==> config.mk <==
export PLATFORM = sky130hd
export DESIGN_NAME = fetch_unit
export DESIGN_NICKNAME = d
export VERILOG_FILES = /design/src/rtl/fetch_pkg.sv /design/src/rtl/fetch_buffer.sv /design/src/rtl/fetch_unit.sv
export SDC_FILE = /design/constraint.sdc
export NUM_CORES = 1
export LEC_CHECK = 0
export CAP_MARGIN = 20
export CORE_MARGIN = 2
export CORE_UTILIZATION = 58
export CTS_CLUSTER_SIZE = 14
export DETAILED_ROUTE_END_ITERATION = 10
export HOLD_SLACK_MARGIN = 0.12
export PLACE_DENSITY = 0.89
export REMOVE_ABC_BUFFERS = 1
export SYNTH_ARGS = -nofsm -noshare
export SYNTH_HDL_FRONTEND = slang
export SYNTH_SLANG_ARGS = --single-unit
export TNS_END_PERCENT = 5
==> constraint.sdc <==
create_clock -name clk -period 15.4 [get_ports clk]
set_clock_uncertainty 0.05 [all_clocks]
set_input_delay 4.62 -clock clk [delete_from_list [all_inputs] [get_ports clk]]
set_output_delay 4.62 -clock clk [all_outputs]
set_load 0.02 [all_outputs]
==> src/rtl/fetch_pkg.sv <==
// Shared types and helpers for the instruction fetch stage.
package fetch_pkg;

    localparam int WORD_BYTES = 4;
    localparam int INSTR_W    = 32;

    typedef enum logic [1:0] {
        BOOT  = 2'd0,
        RUN   = 2'd1,
        DRAIN = 2'd2
    } fetch_state_t;

    typedef struct packed {
        logic [INSTR_W-1:0] instr;
        logic [31:0]        pc;
    } fetch_entry_t;

    function automatic logic [31:0] align_word(input logic [31:0] addr);
        return addr & ~32'(WORD_BYTES - 1);
    endfunction

endpackage

==> src/rtl/fetch_buffer.sv <==
// Small registered FIFO with zero-cycle head visibility and a synchronous flush.
module fetch_buffer
    import fetch_pkg::*;
#(
    parameter int  DEPTH = 2,
    parameter type T     = fetch_entry_t
) (
    input  logic                  clk,
    input  logic                  rst,
    input  logic                  flush,
    input  logic                  push,
    input  T                      push_data,
    input  logic                  pop,
    output T                      head,
    output logic                  full,
    output logic                  empty,
    output logic [$clog2(DEPTH):0] count
);

    localparam int AW = $clog2(DEPTH);

    T              mem [DEPTH];
    logic [AW-1:0] rd_ptr;
    logic [AW-1:0] wr_ptr;
    logic          do_push;
    logic          do_pop;

    // A pop frees the slot this cycle, so push while full is legal alongside it.
    assign do_pop  = pop && !empty;
    assign do_push = push && (!full || do_pop);
    assign empty   = (count == '0);
    assign full    = (count == (AW + 1)'(DEPTH));
    assign head    = mem[rd_ptr];

    always_ff @(posedge clk or posedge rst) begin
        if (rst) begin
            rd_ptr <= '0;
            wr_ptr <= '0;
            count  <= '0;
            for (int i = 0; i < DEPTH; i++) begin
                mem[i] <= '0;
            end
        end else if (flush) begin
            rd_ptr <= '0;
            wr_ptr <= '0;
            count  <= '0;
        end else begin
            if (do_push) begin
                mem[wr_ptr] <= push_data;
                wr_ptr      <= wr_ptr + 1'b1;
            end
            if (do_pop) begin
                rd_ptr <= rd_ptr + 1'b1;
            end
            count <= count + (AW + 1)'(do_push) - (AW + 1)'(do_pop);
        end
    end

    push_into_full: assert property (@(posedge clk) disable iff (rst)
        !(push && full && !pop && !flush));

endmodule

==> src/rtl/fetch_unit.sv <==
// Instruction fetch stage: PC, request issue, in-order response buffering, redirect drain.
// Optional macro FETCH_PERF_EN adds perf_fetched / perf_flushed counters.
module fetch_unit
    import fetch_pkg::*;
#(
    parameter logic [31:0] RESET_PC  = 32'h0000_0000,
    parameter int          BUF_DEPTH = 2
) (
    input  logic        clk,
    input  logic        rst,
    output logic        imem_req_valid,
    input  logic        imem_req_ready,
    output logic [31:0] imem_addr,
    input  logic        imem_rsp_valid,
    input  logic [31:0] imem_rsp_data,
    input  logic        redirect_valid,
    input  logic [31:0] redirect_pc,
    output logic        instr_valid,
    input  logic        instr_ready,
    output logic [31:0] instr,
    output logic [31:0] instr_pc
`ifdef FETCH_PERF_EN
    ,
    output logic [31:0] perf_fetched,
    output logic [31:0] perf_flushed
`endif
);

    localparam int CW = $clog2(BUF_DEPTH) + 1;

    fetch_state_t state;
    fetch_state_t state_next;
    logic [31:0]  pc;
    logic [CW-1:0] drop_cnt;
    logic [CW-1:0] drop_next;
    logic [CW-1:0] inflight_after;
    logic [CW-1:0] buf_count;
    logic [CW-1:0] aq_count;
    logic [CW:0]   occupancy;
    logic          buf_full;
    logic          buf_empty;
    logic          aq_full;
    logic          aq_empty;
    logic          unused_flags;
    fetch_entry_t  buf_head;
    fetch_entry_t  rsp_entry;
    logic [31:0]   aq_head;
    logic          accept;
    logic          rsp_live;
    logic          rsp_take;
    logic          pop;

    // Handshakes: a beat transfers only in a cycle where valid and ready are both high.
    assign accept   = imem_req_valid && imem_req_ready;
    assign rsp_live = imem_rsp_valid && !aq_empty;
    assign rsp_take = (state == RUN) && rsp_live && !redirect_valid;
    assign pop      = instr_valid && instr_ready && !redirect_valid;

    // A slot freed by this cycle's pop may be requested again immediately.
    assign occupancy      = {1'b0, aq_count} + {1'b0, buf_count} - (CW + 1)'(pop);
    assign inflight_after = aq_count + CW'(accept) - CW'(rsp_live);
    assign unused_flags   = buf_full ^ aq_full;

    always_ff @(posedge clk or posedge rst) begin
        if (rst) begin
            state    <= BOOT;
            drop_cnt <= '0;
        end else begin
            state    <= state_next;
            drop_cnt <= drop_next;
        end
    end

    always_comb begin
        state_next = state;
        drop_next  = drop_cnt;
        unique case (state)
            BOOT: state_next = RUN;
            RUN: begin
                if (redirect_valid && (inflight_after != '0)) begin
                    state_next = DRAIN;
                    drop_next  = inflight_after;
                end
            end
            DRAIN: begin
                if (imem_rsp_valid) begin
                    drop_next = drop_cnt - 1'b1;
                    if (drop_cnt == CW'(1)) begin
                        state_next = RUN;
                    end
                end
            end
            default: state_next = BOOT;
        endcase
    end

    always_comb begin
        imem_req_valid = 1'b0;
        if ((state == RUN) && !redirect_valid && (occupancy < (CW + 1)'(BUF_DEPTH))) begin
            imem_req_valid = 1'b1;
        end
    end

    always_ff @(posedge clk or posedge rst) begin
        if (rst) begin
            pc <= align_word(RESET_PC);
        end else if (redirect_valid) begin
            pc <= align_word(redirect_pc);
        end else if (accept) begin
            pc <= pc + 32'(WORD_BYTES);
        end
    end

    assign imem_addr = pc;
    assign rsp_entry = '{instr: imem_rsp_data, pc: aq_head};

    fetch_buffer #(.DEPTH(BUF_DEPTH), .T(logic [31:0])) u_addr_q (
        .clk       (clk),
        .rst       (rst),
        .flush     (redirect_valid),
        .push      (accept),
        .push_data (pc),
        .pop       (rsp_take),
        .head      (aq_head),
        .full      (aq_full),
        .empty     (aq_empty),
        .count     (aq_count)
    );

    fetch_buffer #(.DEPTH(BUF_DEPTH), .T(fetch_entry_t)) u_buf (
        .clk       (clk),
        .rst       (rst),
        .flush     (redirect_valid),
        .push      (rsp_take),
        .push_data (rsp_entry),
        .pop       (pop),
        .head      (buf_head),
        .full      (buf_full),
        .empty     (buf_empty),
        .count     (buf_count)
    );

    assign instr_valid = !buf_empty;
    assign instr       = instr_valid ? buf_head.instr : '0;
    assign instr_pc    = instr_valid ? buf_head.pc : '0;

`ifdef FETCH_PERF_EN
    // Flushed counts everything fetched-but-unconsumed when a redirect lands in RUN.
    always_ff @(posedge clk or posedge rst) begin
        if (rst) begin
            perf_fetched <= '0;
            perf_flushed <= '0;
        end else begin
            perf_fetched <= perf_fetched + 32'(pop);
            if (redirect_valid) begin
                perf_flushed <= perf_flushed + 32'(buf_count)
                              + ((state == RUN) ? (32'(aq_count) + 32'(accept)) : 32'd0);
            end
        end
    end
`endif

endmodule

---- After elaboration in Yosys (flattened, before gate mapping) ----
Index checks and enable logic that the tools add are counted.
storage, ports and cells
  flip-flop bits (word level) ............. 236
  input port bits ......................... 70
  output and inout port bits .............. 98
operators by class
  reductions and logical operators ........ 36
  order comparisons ....................... 7
  muxes and demuxes ....................... 34
  bitwise operators ....................... 5
  equal/unequal tests ..................... 8
  add/subtract/negate cells ............... 14
operator list
  operator                                                  number
  2-to-1 mux 32 bit                                         8
  2-to-1 mux 64 bit                                         4
  bitwise mux 128 bit                                       1
  bitwise mux 64 bit                                        1
  demux 64 bit (select 1 bit)                               1
  adder 32 x 3 -> 32 bit, second input constant             1
  demux 32 bit (select 1 bit)                               1
  logical AND 1 bit                                         15
  2-to-1 mux 2 bit                                          7
  nonzero test 2 bit                                        7
  2-to-1 mux 1 bit                                          9
  greater-or-equal comparator 2 bit, second input constant  4
  NOT 1 -> 2 bit                                            4
  adder 2 x 1 -> 2 bit                                      3
  equality test 2 bit, second input constant                3
  zero test 2 bit                                           3
  inequality test 2 bit, second input constant              3
  case mux 2 bit (3 select lines)                           1
  AND reduction 3 bit                                       2
  subtractor 2 x 1 -> 2 bit                                 3
  zero test 1 bit                                           5
  adder 1 bit, second input constant                        4
  equality test 2 x 1 -> 1 bit, second input constant       2
  < comparator 2 x 1 -> 1 bit, second input constant        2
  other kinds (8)                                           10

---- Logic depth before layout (Yosys ltp) ----
Gate-level depths: netlist (run 1).
  depth after elaboration ................. 15
  depth in mapped cells ................... 18
  mapped depth without buffers ............ 16

---- Modules after synthesis ----
From an unflattened synthesis (run 1), not the netlist that was laid out.
second synthesis, totals
  cells, all modules ...................... 902
  area, all modules ....................... 11801.3 um2
by module, submodules not included
  module                    cells each  times used  area each (um2)  sequential area each (um2)
  fetch_buffer at u_buf     366         1           5983.2           3303.2
  fetch_buffer at u_addr_q  196         1           3110.5           1701.6
  fetch_unit                340         1           2707.6           850.8

---- Least setup slack after synthesis (run 1) ----
Ideal clock, no wire load.
  path type ............................... input to output
  from .................................... input redirect_valid
  to ...................................... output imem_req_valid
  path buffers ............................ 3
  setup slack ............................. 3.698 ns
  cell stages on the path ................. 9
  data required time ...................... 10.730 ns
  arrival time ............................ 7.032 ns
  cells stage by stage .................... buf_2 > clkbuf_1 > clkbuf_1 > nor2_1 > ha_1 > nand2b_1 > fa_1 > xnor2_1 > nor4_1
on the way
  word-level cells in the longest chain between the ends .. 6
  elaborated cells on any way between the ends .. 7
  those cells by class .................... add/sub (1); order compare (1); mux (1); reduce/logical (4)
ends and longest elaborated chain
  element                      line                                source
  from (decl)                  fetch_unit.sv:16                    input logic redirect_valid,
  zero test 1 bit (*)          fetch_unit.sv:57, fetch_unit.sv:99
  logical AND 1 bit            fetch_unit.sv:57                    assign pop = instr_valid && instr_ready && !redirect_valid;
  subtractor 3 x 1 -> 3 bit    fetch_unit.sv:60                    assign occupancy = {1'b0, aq_count} + {1'b0, buf_count} - (CW + 1)'(pop);
  < comparator 3 x 2 -> 1 bit  fetch_unit.sv:99                    if ((state == RUN) && !redirect_valid && (occupancy < (CW + 1)'(BUF_DEPTH))) begin
  logical AND 1 bit (*)        fetch_unit.sv:99
  2-to-1 mux 1 bit (*)         fetch_unit.sv:99
  to (decl)                    fetch_unit.sv:11                    output logic imem_req_valid,
Every way passes the cells marked *; elsewhere a longest branch is shown, timed or not.

---- Final worst setup path (run 1) ----
Ends and elaborated chain as after synthesis.

==> out/metrics.cfg, run 1 <==
[logic_synthesis]
synth_cell_types = 48
synth_warnings = 0
async_flop_share_pct = 100
syn_avg_cell_area_um2 = 11.5
yosys_most_used_dff = dfrtp_1
synth_top_area_share_pct = 52.8
synth_area_leaders = dfrtp_1, mux2_2, mux2i_1
synth_top_area_cell = dfrtp_1
syn-instance-count = 932
synth-seq-cells = 226
synth_edf_count = 0
ys_seq_area_share_pct = 52.8
syn_area_mm2 = 0.0107

[worst_setup_path]
critPathLaunchType = primary input
path_cells = buf_2, buf_4, nor2_1, ha_1, nand2b_1, fa_1, xnor2_1, nor4_1, clkdlybuf4s50_1
critPathArrivalTime_ns = 7.33
ff2ff_path_depth = 14
crit_family = buffers and inverters
path_class = primary input to output pin
crit_cells = 9
cp_max_fo = 66
critical_path_required_ns = 10.73
slowest_stage = clkdlybuf4s50_1
worst_setup_path_end_kind = output pin
crit_buf_inv = 3
cpPeakStageDelay_ns = 0.67

[route]
remaining_drc_errors = 0
totalWireLength_um = 23900
drtIter0Drc = 400
vias = 7434
postRouteAntennaNets = 0
routed_via_density = 5.64
firstDrtPassIters = 5
wire_per_inst_um = 18.1

[clocking]
clk_pin_slew_ns = 0.06
ctsHoldBuffers = 0
cts_max_path_buffers = 3
cts_root_buffer = clkbuf_16
post_cts_buffers = 0
clock_latency_ns = 0.52
cts_sinks = 226
h-tree-depth = 1
cts_resized = 0
cts_tree = yes
cts-buffers-inserted = 24

[global_route]
overflow = 0
grtUsageTotal_pct = 24.5
grt_pass1_wl_um = 39100
grt_pass1_vias = 7609
antenna_found_initial = 0
grt_max_degree = 148

[pwr]
power_density_mw_per_mm2 = 168
p_leak_nw = 5.62
ir_worst_vdd_mv = 0.119

[hold_path]
hold_path_class = register to register
hold-path-cell-count = 2

[sta]
rsz0062_at_grt = no
fin_crit_ns = 12.00
max_freq_mhz = 83.3
setup_viol_count_final = 0
hold_violations = 0
drv_slew = 0
whs_ns = 0.428
final.period_utilization_pct = 77.9
maxSlewHeadroom_pct = 30.0
tightest_slew_ns = 1.05
finalSetupTns_ns = 0

[finish]
multi_input_area_mm2 = 0.00469
diodes = 0
final_nets = 1152
drive_above_1_share_pct = 16.3
seq_area_mm2 = 0.00566
fin_cells = 1317
synthToLayoutAreaGrowth_pct = 23.2
n_fill_cell = 1258

[die]
core-area_mm2 = 0.0180
start_util_pct = 59.5
ios = 168
row_count = 49
die_y_um = 140
dieArea_mm2 = 0.0196
dieWidth_um = 140

[placed_design]
dp_cells = 1273
gp_congestion = 0.811
dp_hpwl_um = 14800
io_buffers = 161

[outcome]
status = completed

[job]
timing.max_cap.violations = 0

[cells in the final DEF (no fill, tap or decap), types with 25 or more instances in the layout]
| cell | instances |
|---|---|
| nor2_1 | 116 |
| a21oi_1 | 35 |
| mux2_4 | 30 |
| mux2_2 | 87 |
| o21ai_0 | 55 |
| clkdlybuf4s50_1 | 160 |
| mux2i_1 | 94 |
| dfrtp_1 | 224 |
| clkbuf_16 | 25 |
| nand2_1 | 75 |
[Yosys cell counts, types with 7 or more instances]
master,count
clkbuf_1,25
mux2i_1,94
buf_4,17
xor2_1,13
mux2_2,87
a21oi_1,35
nor3_1,7
nand4_1,14
o21ai_0,55
ha_1,10
buf_6,8
nor2_1,118
mux2_4,30
dfrtp_1,226
mux2_1,7
inv_1,17
xnor2_1,10
nand3_1,16
nand2_1,76
[path summary, 6_finish.rpt]
path                                      startpoint                            to  slack [ns]
max in group asynchronous                        rst     u_buf.mem[77]$_DFFE_PP0P_        9.43
hold reg to reg            u_buf.mem[11]$_DFFE_PP0P_     u_buf.mem[11]$_DFFE_PP0P_        0.43
setup reg to reg            u_buf.count[1]$_DFF_PP0_  u_addr_q.mem[10]$_DFFE_PP0P_       11.11
min in group asynchronous                        rst    u_buf.mem[101]$_DFFE_PP0P_        4.74
hold / removal             u_buf.mem[11]$_DFFE_PP0P_     u_buf.mem[11]$_DFFE_PP0P_        0.43
setup / recovery                      redirect_valid                imem_req_valid        3.40
[worst reg2reg max path: cells and delay by family, from the launching register on]
family,cells,cell delay [ns]
DFF,1,0.47
buffers and inverters,3,0.57
muxes,1,0.43
adders and majority gates,2,0.80
and+or+nand+nor,8,1.85
[flip-flops by register name, indices dropped and copies added, names as in the netlist]
name / count
drop_cnt: 2
imem_addr: 30
state: 2
u_addr_q.count: 2
u_addr_q.mem: 60
u_addr_q.rd_ptr: 1
u_addr_q.wr_ptr: 1
u_buf.count: 2
u_buf.mem: 124
u_buf.rd_ptr: 1
u_buf.wr_ptr: 1
[where the power goes]
part / switching [mW] / internal, mW / leakage (nW)
clock network: 0.231 / 0.354 / 0.390
logic: 0.344 / 0.352 / 2.32
registers: 0.144 / 0.791 / 2.90
[layer usage]
metal | global-route usage [%] | routed length, um | up-vias
met5 | 0 | 0 | -
met4 | 5.11 | 412 | 0
met3 | 4.34 | 1230 | 36
met2 | 41.9 | 11800 | 214
met1 | 33.4 | 10400 | 3668
li1 | - | - | 3516
[cells by family after synthesis]
logic type	Yosys count	synth area share, %
compound gates	118	6.49
xor+xnor	23	1.88
fa+ha+maj	11	1.35
buf+inv	77	3.90
flops	226	52.8
mux	218	22.9
other cells	1	0.0350
simple gates	258	10.7
[layout make-up]
type	instances	share of cell area, %
clock inverters	8	0.739
inverters	18	0.568
clock buffers	35	5.40
well taps	229	2.17
repair buffers	169	12.8
multi-input cells	632	35.5
flip-flops and latches	226	42.9
[through the flow]
| step | power (mW) | util [%] | instance area [um2] | worst slack, ns |
|---|---|---|---|---|
| after CTS | 2.23 | 73.1 | 13200 | 3.40 |
| after global placement | 1.60 | 68.6 | 12400 | 3.43 |
| after floorplan | 1.39 | - | 10400 | 4.34 |
| after global routing | 2.35 | 73.3 | 13200 | 3.29 |
| final | 2.22 | 73.3 | 13200 | 3.40 |
| after detailed placement | 1.64 | 68.6 | 12400 | 3.42 |
No activity file was read; power rests on OpenSTA's default activity.
==> inputs of run 2 (changes only) <==
--- a/config.mk
+++ b/config.mk
@@ -7,11 +7,11 @@
 export LEC_CHECK = 0
 export CAP_MARGIN = 20
 export CORE_MARGIN = 2
-export CORE_UTILIZATION = 58
+export CORE_UTILIZATION = 49
 export CTS_CLUSTER_SIZE = 14
 export DETAILED_ROUTE_END_ITERATION = 10
 export HOLD_SLACK_MARGIN = 0.12
-export PLACE_DENSITY = 0.89
+export PLACE_DENSITY = 0.81
 export REMOVE_ABC_BUFFERS = 1
 export SYNTH_ARGS = -nofsm -noshare
 export SYNTH_HDL_FRONTEND = slang
==> constraint.sdc (replaced) <==
create_clock -name clk -period 9.8 [get_ports clk]
set_clock_uncertainty 0.05 [all_clocks]
set_input_delay 2.94 -clock clk [delete_from_list [all_inputs] [get_ports clk]]
set_output_delay 2.94 -clock clk [all_outputs]
set_load 0.02 [all_outputs]
==> run 2 against run 1 <==
Net effect: sequential share of layout area decreased by 0.34 points; wire length increased by 1.2%; register-to-register slack got worse by 5.6 ns; die area increased by 18%; sequential cell count did not move.
==> out/metrics.cfg, run 2 (synthesis results as in run 1) <==
[pwr]
power.total_mw = 3.51  ; was 2.22 mW
ir_worst_vdd_mv = 0.138  ; was 0.119 mV
p_leak_nw = 5.65  ; was 5.62 nW
power_density_mw_per_mm2 = 264  ; was 168 mW/mm2

[clocking]
post_cts_buffers = 0  ; unchanged
h-tree-depth = 1  ; unchanged
cts_resized = 0  ; unchanged
cts_root_buffer = clkbuf_16  ; unchanged
ctsHoldBuffers = 0  ; unchanged
cts_max_path_buffers = 3  ; unchanged
clock_latency_ns = 0.51  ; was 0.52 ns
cts_sinks = 226  ; unchanged
cts_tree = yes  ; unchanged
clk_pin_slew_ns = 0.06  ; about the same
cts-buffers-inserted = 24  ; unchanged

[finish]
final_util_pct = 61.6  ; was 73.3%
largest_reg_flops = 124  ; unchanged
fin_cells = 1368  ; was 1317
n_fill_cell = 1763  ; was 1258
layout_commonest_cell = dfrtp_1  ; unchanged
diodes = 0  ; unchanged
regMostFlops = u_buf.mem  ; unchanged
final_nets = 1153  ; was 1152
final_cell_mix = dfrtp_1, clkdlybuf4s50_1, nor2_1  ; unchanged
seq_area_mm2 = 0.00566  ; unchanged
synthToLayoutAreaGrowth_pct = 24.2  ; was 23.2%
drive_above_1_share_pct = 16.5  ; was 16.3%
multi_input_area_mm2 = 0.00468  ; was 0.00469 mm2

[sta]
setup_viol_count_final = 0  ; unchanged
maxSlewHeadroom_pct = 34.0  ; was 30.0%
drv_slew = 0  ; unchanged
tightest_slew_ns = 0.990  ; was 1.05 ns
finalWorstSetupSlack_ns = 1.21  ; was 3.40 ns
fin_crit_ns = 8.59
finalSetupTns_ns = 0  ; unchanged
hold_violations = 0  ; unchanged
rsz0062_at_grt = no  ; unchanged
final.period_utilization_pct = 87.7
max_freq_mhz = 116

[route]
firstDrtPassIters = 5  ; unchanged
routed_via_density = 5.42  ; was 5.64
wire_per_inst_um = 17.7  ; was 18.1 um
postRouteAntennaNets = 0  ; unchanged
drt-met1-wl_um = 10900  ; was 10400 um
top_layer_used = met4  ; unchanged
route.met2.wl_um = 12000  ; was 11800 um
drtIter0Drc = 481  ; was 400
totalWireLength_um = 24200  ; was 23900 um
wl_met3_um = 928  ; was 1230 um
remaining_drc_errors = 0  ; unchanged
vias = 7413  ; was 7434

[die]
ios = 168  ; unchanged
dieWidth_um = 152  ; was 140 um
start_util_pct = 49.6  ; was 59.5%
core-area_mm2 = 0.0216  ; was 0.0180 mm2
die_y_um = 152  ; was 140 um
dieArea_mm2 = 0.0231  ; was 0.0196 mm2
row_count = 54  ; was 49

[outcome]
status = completed  ; unchanged

[worst_setup_path]
crit_buf_inv = 2  ; was 3
path_cells = clkdlybuf4s50_1, nand2_1, nor2_1, ha_1, nand2b_1, fa_1, xnor2_1, nor4_1, clkdlybuf4s50_1  ; was buf_2, buf_4, nor2_1, ha_1, nand2b_1, fa_1, xnor2_1, nor4_1, clkdlybuf4s50_1
slowest_stage = clkdlybuf4s50_1  ; unchanged
critical_path_required_ns = 6.81  ; was 10.73 ns
crit_top_cell = clkdlybuf4s50_1
crit_family = buffers and inverters  ; unchanged
critPathArrivalTime_ns = 5.60  ; was 7.33 ns
path_class = primary input to output pin  ; unchanged
critPathLaunchType = primary input  ; unchanged
cpPeakStageDelay_ns = 0.67  ; about the same
cp_max_fo = 4  ; was 66
worst_setup_path_end_kind = output pin  ; unchanged

[global_route]
grt_pass1_vias = 7512  ; was 7609
grt_pass1_wl_um = 39700  ; was 39100 um
overflow = 0  ; unchanged
grtUsageTotal_pct = 20.8  ; was 24.5%
antenna_found_initial = 0  ; unchanged
grt_max_degree = 150  ; was 148

[placed_design]
pre_cts_slack_ns = 1.24  ; was 3.42 ns
dp_cells = 1325  ; was 1273
gp_congestion = 0.801  ; was 0.811
io_buffers = 161  ; unchanged
dp_hpwl_um = 15600  ; was 14800 um

[hold_path]
hold_path_class = register to register  ; unchanged

[job]
timing.max_cap.violations = 0  ; unchanged

[run 2: cell count changes in the layout (fill, tap and decap cells not counted), sizes merged]
cell      change
bufinv        +1
buf           +1
clkinvlp      -1
clkbuf        -1
[run 2: final timing paths]
check	end	from	cells after the start	slack, ns
hold / removal	u_buf.mem[29]$_DFFE_PP0P_	u_buf.mem[29]$_DFFE_PP0P_	2	0.43
setup / recovery	imem_req_valid	instr_ready	9	1.21
hold reg to reg	u_buf.mem[29]$_DFFE_PP0P_	u_buf.mem[29]$_DFFE_PP0P_	2	0.43
min in group asynchronous	u_buf.mem[43]$_DFFE_PP0P_	rst	2	2.75
setup reg to reg	u_addr_q.mem[2]$_DFFE_PP0P_	u_buf.count[1]$_DFF_PP0_	15	5.49
max in group asynchronous	u_buf.mem[21]$_DFFE_PP0P_	rst	4	5.10
[run 2: cell type report]
cell class | instances | share of cell area, %
tap | 280 | 2.63
sequential | 226 | 42.5
inverter | 18 | 0.564
clock inverter | 8 | 0.902
multi-input combinational | 632 | 35.2
timing repair buffer | 170 | 12.7
clock buffer | 34 | 5.48
[run 2: per-stage QoR]
step	hold slack [ns]	area (um2)
after floorplan	0.400	10400
after global placement	0.410	12400
after detailed placement	0.420	12400
after CTS	0.433	13300
after global routing	0.452	13300
final	0.426	13300
[run 2: worst reg2reg max path, delay by kind of cell (launching register included)]
kind / cells / cell delay, ns
AND/OR/NAND/NOR: 7 / 1.51
buffers and inverters: 4 / 0.97
adder cells (fa/ha/maj): 2 / 0.65
flip-flops: 1 / 0.46
multiplexers: 1 / 0.39
XOR/XNOR: 1 / 0.18
[run 2: metal layers]
metal  vias to the layer above  global-route usage, %
met5                         -                      0
met4                         0                   4.27
met3                        28                   2.91
met2                       182                   34.8
met1                      3692                   29.1
li1                       3511                      -
[run 2: report_power, final]
group / internal, mW / total [mW] / switching, mW
sequential: 1.24 / 1.47 / 0.228
clock: 0.594 / 0.954 / 0.360
combinational: 0.553 / 1.09 / 0.534
total: 2.39 / 3.51 / 1.12
==> inputs of run 3 (changes only) <==
--- a/config.mk
+++ b/config.mk
@@ -8,6 +8,7 @@
 export CAP_MARGIN = 20
 export CORE_MARGIN = 2
 export CORE_UTILIZATION = 49
+export CTS_CLUSTER_DIAMETER = 80
 export CTS_CLUSTER_SIZE = 14
 export DETAILED_ROUTE_END_ITERATION = 10
 export HOLD_SLACK_MARGIN = 0.12
==> run 3 against run 2 <==
Net effect: total power down 7.0%; fmax down 0.31%; highest routed layer unchanged; clock power down 26%; cell area down 2.3%; global-route usage about the same; register-to-register slack about the same; largest cell class unchanged; wire length down 0.36%; cell count down 1.4%.
==> out/metrics.cfg, run 3 (synthesis results as in run 1) <==
[finish]
drive_above_1_share_pct = 15.2  ; was 16.5%
fin_cells = 1349  ; was 1368
largest_reg_flops = 124  ; unchanged
synthToLayoutAreaGrowth_pct = 21.3  ; was 24.2%
diodes = 0  ; unchanged
final_cell_mix = dfrtp_1, clkdlybuf4s50_1, nor2_1  ; unchanged
n_fill_cell = 1791  ; was 1763
final_nets = 1149  ; was 1153
layout_commonest_cell = dfrtp_1  ; unchanged
final_util_pct = 60.2  ; was 61.6%
regMostFlops = u_buf.mem  ; unchanged
stdcell_area_mm2 = 0.0130  ; was 0.0133 mm2

[die]
start_util_pct = 49.6  ; unchanged
ios = 168  ; unchanged
die_y_um = 152  ; unchanged
dieWidth_um = 152  ; unchanged
row_count = 54  ; unchanged
core-area_mm2 = 0.0216  ; unchanged
dieArea_mm2 = 0.0231  ; unchanged

[clocking]
cts_sinks = 226  ; unchanged
clock_latency_ns = 0.49  ; was 0.51 ns
cts_root_buffer = clkbuf_16  ; unchanged
cts_resized = 0  ; unchanged
ctsHoldBuffers = 0  ; unchanged
cts_tree = yes  ; unchanged
clk_pin_slew_ns = 0.06  ; about the same
cts_max_path_buffers = 3  ; unchanged
post_cts_buffers = 0  ; unchanged
h-tree-depth = 1  ; unchanged
cts-buffers-inserted = 20  ; was 24

[placed_design]
dp_hpwl_um = 15600  ; unchanged
gp_congestion = 0.801  ; unchanged
placed_area_mm2 = 0.0124  ; unchanged
pre_cts_slack_ns = 1.24  ; unchanged
io_buffers = 161  ; unchanged
dp_cells = 1325  ; unchanged

[outcome]
status = completed  ; unchanged

[global_route]
grt_pass1_wl_um = 39600  ; was 39700 um
top_usage_layer = met2  ; unchanged
grtUsageTotal_pct = 20.8  ; about the same
grt_pass1_vias = 7491  ; was 7512
grt_max_degree = 150  ; unchanged
met2_usage_pct = 34.9  ; was 34.8%
gr-usage-met1_pct = 29.1  ; about the same
antenna_found_initial = 0  ; unchanged
overflow = 0  ; unchanged
grt_use_met3_pct = 2.91  ; unchanged

[worst_setup_path]
critPathLaunchType = primary input  ; unchanged
worst_setup_path_end_kind = output pin  ; unchanged
path_class = primary input to output pin  ; unchanged
critPathArrivalTime_ns = 5.63  ; was 5.60 ns
critical_path_required_ns = 6.81  ; about the same
cp_max_fo = 4  ; unchanged

[route]
totalWireLength_um = 24100  ; was 24200 um
routed_via_density = 5.50  ; was 5.42
postRouteAntennaNets = 0  ; unchanged
firstDrtPassIters = 4  ; was 5
vias = 7419  ; was 7413
drtIter0Drc = 375  ; was 481
wire_per_inst_um = 17.8  ; was 17.7 um
remaining_drc_errors = 0  ; unchanged

[sta]
finalWorstSetupSlack_ns = 1.18  ; was 1.21 ns
fin_crit_ns = 8.62  ; was 8.59 ns
tightest_slew_ns = 0.988  ; was 0.990 ns
whs_ns = 0.429  ; was 0.426 ns
drv_slew = 0  ; unchanged
hold_violations = 0  ; unchanged
rsz0062_at_grt = no  ; unchanged
max_freq_mhz = 116  ; about the same
maxSlewHeadroom_pct = 34.1  ; was 34.0%
setup_viol_count_final = 0  ; unchanged
final.period_utilization_pct = 87.9  ; was 87.7%
finalSetupTns_ns = 0  ; unchanged

[pwr]
power.total_mw = 3.27  ; was 3.51 mW
power_density_mw_per_mm2 = 251  ; was 264 mW/mm2
ir_worst_vdd_mv = 0.130  ; was 0.138 mV
p_leak_nw = 5.50  ; was 5.65 nW

[job]
timing.max_cap.violations = 0  ; unchanged

[hold_path]
hold_path_class = register to register  ; unchanged

run 3: layout make-up:
cell class	instances	area [um2]	share of cell area [%]
multi-input cells	632	4680	36.0
clock inverters	1	16.3	0.125
clock buffers	22	529	4.07
flip-flops and latches	226	5660	43.5
repair buffers	170	1690	13.0
inverters	18	75.1	0.577
well taps	280	350	2.69
run 3: layer usage:
| layer | wire, um | part of all wire (%) | up-vias |
|---|---|---|---|
| met4 | 411 | 1.7 | 0 |
| met3 | 1060 | 4.4 | 29 |
| met5 | 0 | 0 | - |
| met1 | 10900 | 45 | 3718 |
| li1 | - | - | 3484 |
| met2 | 11700 | 49 | 188 |
run 3: path summary, 6_finish.rpt:
kind | start | endpoint | slack [ns] | cells after the start
worst max-delay path | instr_ready | imem_req_valid | 1.18 | 9
worst min-delay path | u_buf.mem[28]$_DFFE_PP0P_ | u_buf.mem[28]$_DFFE_PP0P_ | 0.43 | 2
worst min register to register | u_buf.mem[28]$_DFFE_PP0P_ | u_buf.mem[28]$_DFFE_PP0P_ | 0.43 | 2
min in group asynchronous | rst | u_buf.mem[57]$_DFFE_PP0P_ | 2.82 | 2
max in group asynchronous | rst | imem_addr[20]$_DFFE_PP0N_ | 5.08 | 4
worst max register to register | u_buf.count[1]$_DFF_PP0_ | u_addr_q.mem[3]$_DFFE_PP0P_ | 5.48 | 15
run 3: power by group:
part / internal, mW / total [mW] / switching, mW
clock: 0.382 / 0.710 / 0.328
combinational: 0.552 / 1.09 / 0.533
sequential: 1.24 / 1.47 / 0.228
total: 2.18 / 3.27 / 1.09
run 3: worst max-delay path: stages:
cell and delay [ns]:
clkdlybuf4s50_1 0.47, nand2_1 0.10, nor2_1 0.12, ha_1 0.24, nand2b_1 0.15, fa_1 0.38, xnor2_1 0.19, nor4_1 0.35
clkdlybuf4s50_1 0.68
